### config.mk
export PLATFORM = sky130hd
export DESIGN_NAME = digit_scan_sequencer
export DESIGN_NICKNAME = d
export VERILOG_FILES = /design/src/rtl/digit_scan_sequencer.sv
export SDC_FILE = /design/constraint.sdc
export NUM_CORES = 1
export LEC_CHECK = 0
export CORE_AREA = 3 3 56 58
export DETAILED_ROUTE_END_ITERATION = 8
export DIE_AREA = 0 0 59 61
export GPL_TIMING_DRIVEN = 0
export PLACE_DENSITY = 0.72
export REMOVE_ABC_BUFFERS = 1
export SETUP_SLACK_MARGIN = 0.15
export SYNTH_ARGS = -nofsm -noshare
export SYNTH_HDL_FRONTEND = slang
export SYNTH_SLANG_ARGS = --single-unit
### constraint.sdc
create_clock -name clk -period 2.2 [get_ports clk]
set_clock_uncertainty 0.15 [all_clocks]
set_input_delay 0.33 -clock clk [delete_from_list [all_inputs] [get_ports clk]]
set_output_delay 0.33 -clock clk [all_outputs]
set_load 0.05 [all_outputs]
### src/rtl/digit_scan_sequencer.sv
// Multiplexed display digit scanner: walks the set bits of mask, holding each
// digit select for DWELL cycles. Optional inter-digit blanking via SCAN_BLANK_EN.
module digit_scan_sequencer #(
  parameter int DWELL = 1000,
  parameter int BLANK = 16
) (
  input  logic       clk,
  input  logic       rst,
  input  logic       en,
  input  logic [7:0] mask,
  output logic [2:0] sel,
  output logic       sel_valid,
  output logic       frame_start
);

`ifdef SCAN_BLANK_EN
  typedef enum logic [1:0] {S_IDLE, S_DWELL, S_BLANK} state_t;
  localparam logic [15:0] DWELL_LAST = 16'(DWELL - 1);
  localparam logic [15:0] BLANK_LAST = 16'(BLANK - 1);
`else
  typedef enum logic [1:0] {S_IDLE, S_DWELL} state_t;
  // BLANK has no role without blanking; folding it in at zero weight keeps it referenced
  localparam logic [15:0] DWELL_LAST = 16'(DWELL - 1 + BLANK * 0);
`endif

  state_t      state;
  logic [15:0] cnt;
  logic [2:0]  lowIdx;
  logic [2:0]  nextIdx;
  logic        hasNext;
  logic [2:0]  advSel;
  logic        advFrame;

  // Scanning downward leaves the lowest qualifying bit as the final assignment
  always_comb begin
    lowIdx  = 3'd0;
    nextIdx = 3'd0;
    hasNext = 1'b0;
    for (int i = 7; i >= 0; i--) begin
      if (mask[i]) begin
        lowIdx = 3'(i);
        if (3'(i) > sel) begin
          nextIdx = 3'(i);
          hasNext = 1'b1;
        end
      end
    end
    advSel   = hasNext ? nextIdx : lowIdx;
    advFrame = !hasNext;
  end

  always_ff @(posedge clk) begin
    if (rst || !en) begin
      state       <= S_IDLE;
      cnt         <= 16'd0;
      sel         <= 3'd0;
      sel_valid   <= 1'b0;
      frame_start <= 1'b0;
    end else begin
      frame_start <= 1'b0;
      case (state)
        S_IDLE: begin
          if (mask != 8'd0) begin
            state       <= S_DWELL;
            cnt         <= 16'd0;
            sel         <= lowIdx;
            sel_valid   <= 1'b1;
            frame_start <= 1'b1;
          end
        end
        S_DWELL: begin
          if (cnt == DWELL_LAST) begin
`ifdef SCAN_BLANK_EN
            state     <= S_BLANK;
            cnt       <= 16'd0;
            sel_valid <= 1'b0;
`else
            cnt <= 16'd0;
            if (mask == 8'd0) begin
              state     <= S_IDLE;
              sel       <= 3'd0;
              sel_valid <= 1'b0;
            end else begin
              sel         <= advSel;
              frame_start <= advFrame;
            end
`endif
          end else begin
            cnt <= cnt + 16'd1;
          end
        end
`ifdef SCAN_BLANK_EN
        S_BLANK: begin
          if (cnt == BLANK_LAST) begin
            cnt <= 16'd0;
            if (mask == 8'd0) begin
              state <= S_IDLE;
              sel   <= 3'd0;
            end else begin
              state       <= S_DWELL;
              sel         <= advSel;
              sel_valid   <= 1'b1;
              frame_start <= advFrame;
            end
          end else begin
            cnt <= cnt + 16'd1;
          end
        end
`endif
        default: begin
          state     <= S_IDLE;
          cnt       <= 16'd0;
          sel       <= 3'd0;
          sel_valid <= 1'b0;
        end
      endcase
    end
  end

endmodule

==> flow_summary_export.csv <==
group,metric,value,unit
layout,nNetsFinal,191,
die,core.rowCount,19,
layout,post-route-util,57.0,%
die,ios,16,
critical_path,cp.required,2220,ps
global_route,grt_usage,19.7,%
yosys,synth_warnings,0,
cts,cts.sinks,21,
yosys,synthFlopType,"dfxtp_1",
critical_path,setup.worst_path.end_class,"flip-flop",
route,viasPerCell,6.17,
cts,cts-root-buf,"clkbuf_4",
critical_path,arrival,2460,ps
global_route,grt_pass1_vias,1168,
sta,layout_setup_ws,-238,ps
yosys,yosys.area.top_type,"dfxtp_1",
die,fp.dieW,59,µm
route,avgRoutedWirePerCell,15.6,µm
layout,diodes,0,
placed_design,port_buffers,15,
sta,final_max_slew_viol_count,0,
sta,fmaxAchievable,410,MHz
cts,cts_tree,"done",
sta,setup_viol,21,
yosys,synthTopCellsByArea,"dfxtp_1 (33%), a21oi_1 (5.9%), nor2_1 (5.3%), nand3_1 (3.5%), nand2_1 (3.5%)",
global_route,grtUsageMet2,32.0,%
power_and_ir_drop,power_leakage,0.538,nW
sta,hold_violations,0,
yosys,syn_inst,159,
yosys,synth_most_common_cell,"dfxtp_1",
min_path,min_path_type,"reg2reg",
placed_design,place_congestion,0.792,
cts,htreeDepth,1,
placed_design,place_ws,-486,ps
sta,min_period,2440,ps
route,firstDrtPassIters,4,
cts,cts_buffer_depth,2,
route,antenna_left,0,
layout,areaGrowthSynthToFinish,20.4,%
global_route,grt_use_met1,26.1,%
global_route,grt_overflow,0,
sta,tns,-3230,ps
die,die-area,3600,µm²
sta,rsz0062_at_grt,"yes",
yosys,avgSynthCellArea,8.07,µm²
cts,clock_latency,310,ps
layout,instances_no_fill,209,
die,coreArea,2710,µm²
global_route,grt.busiest_layer,"met2",
layout,layout-drive-gt1-share,18.5,%
placed_design,dpl.hpwl,2120,µm
yosys,synthArstFlopShare,0,%
die,die_h,61,µm
yosys,synth_area,1280,µm²
yosys,synth_top_area_share,32.8,%
power_and_ir_drop,power.density,458,nW/µm²
global_route,grt_pass1_wl,5500,µm
placed_design,dp.cells,198,
yosys,ys_seq_area_share,32.8,%
critical_path,reg2regPathDepth,6,
yosys,synth_edf_count,0,
status,violations,"setup timing",
route,drcViolationCount,0,
critical_path,endpoint,"cnt[11]",
global_route,use_met3,3.83,%
sta,tightest_slew,564,ps
flow_run,cap_violations,0,
route,drtIter0Drc,97,
die,initial_core_util,47.3,%
critical_path,cp-startpoint,"cnt[13]",
yosys,ys_top_cells_by_count,"dfxtp_1 (21), nor2_1 (18), a21oi_1 (15), nand2_1 (12), nand3_1 (9)",
layout,n_fill_cell,253,
critical_path,path_class,"reg2reg",
critical_path,r2r-start,"cnt[13]",
cts,clk_pin_slew,110,ps
global_route,grt_max_degree,18,
global_route,antenna_found_initial,0,
yosys,ys_seq_elements,21,
critical_path,worstSetupStartpointType,"flip-flop",
critical_path,path_max_fanout,5,
yosys,yosys.cell_types.count,48,
sta,finalCritPeriodShare,111,%
cts,cts_buffers,3,
sta,slew_headroom,62.4,%
critical_path,rrSetupSlack,-240,ps
route,totalWireLength,3250,µm
route,vias,1290,
status,status,"finished, violations left",
critical_path,r2r-end,"cnt[11]",
power_and_ir_drop,power,0.000708,W
power_and_ir_drop,peakVddDrop,0.421,mV
## critical path: stages (launching register included)
cell	delay (ps)
dfxtp_2	340
or4_1	510
or4b_4	560
o31ai_4	310
buf_4	170
o211ai_1	100
nor3b_1	170
## worst min-delay path by stage
stage / from / endpoint / slack [ps] / cells after the start
floorplan: cnt[14] / cnt[14] / 300 / 2
detailed placement: cnt[14] / cnt[14] / 320 / 2
global placement: cnt[14] / cnt[14] / 320 / 2
CTS: cnt[14] / cnt[14] / 340 / 2
global route: cnt[14] / cnt[14] / 370 / 2
finish: cnt[14] / cnt[14] / 330 / 2
## layer usage
| metal | wire length (µm) | part of all wire [%] |
|---|---|---|
| met3 | 178 | 5.5 |
| met1 | 1470 | 45 |
| met4 | 40 | 1.2 |
| met2 | 1560 | 48 |
| met5 | 0 | 0 |
## cell families (layout without fill, tap and decap cells)
logic type      count (synthesis)  in the layout  synth area share, %
compound gates                 48             48                 27.4
flops                          21             21                 32.8
fa+ha+maj                       1              1                0.975
xor+xnor                        4              4                 2.73
buf+inv                        10             29                 4.10
simple gates                   74             74                 31.2
mux                             1              1                0.781
## power by group
group	switching, W	internal, W
Combinational	0.0000684	0.0000554
Sequential	0.0000116	0.000384
Clock	0.000120	0.0000679
Total	0.000200	0.000507
## stage by stage
stage                     cell area [µm²]  hold WS [ps]
after CTS                            1520           338
after detailed placement             1430           318
after floorplan                      1240           297
after global routing                 1540           369
final                                1540           328
after global placement               1430           316
## registers in the layout, summed over array words and instances (netlist names)
name	count
cnt	16
sel	3
frame_start	1
sel_valid	1
## placed cells by master, fill, tap and decap left out, drive strengths merged, types with 3 or more instances in the layout
cell type | synthesis | routed
buf | 2 | 7
xor2 | 4 | 4
nor2 | 19 | 19
dlygate4sd2 | 0 | 4
a21oi | 16 | 16
clkdlybuf4s50 | 0 | 10
o21ai | 9 | 9
o211ai | 4 | 4
clkbuf | 5 | 3
nor3b | 4 | 4
nand4 | 4 | 4
nand2b | 5 | 5
nor3 | 5 | 5
nand2 | 12 | 12
nand3 | 9 | 9
inv | 3 | 3
nor2b | 3 | 3
or4b | 3 | 3
dfxtp | 21 | 21
a311oi | 3 | 3
and3 | 3 | 3
## cell type report
class	instances	area, µm²	area share, %
inverter	3	11.3	0.729
tap	31	38.8	2.51
clock inverter	1	5.00	0.324
timing repair buffer	22	200	13.0
sequential	21	429	27.8
multi-input combinational	128	837	54.2
clock buffer	3	22.5	1.46
## repair_timing
action                                  CTS  global route
resized for setup                        10            10
hold endpoints to repair                  0             0
pin swaps                                 5             8
hold buffers                              0             0
setup buffers                             7             0
endpoints found under the setup margin   25            22
No activity file was read; power rests on OpenSTA's default activity.
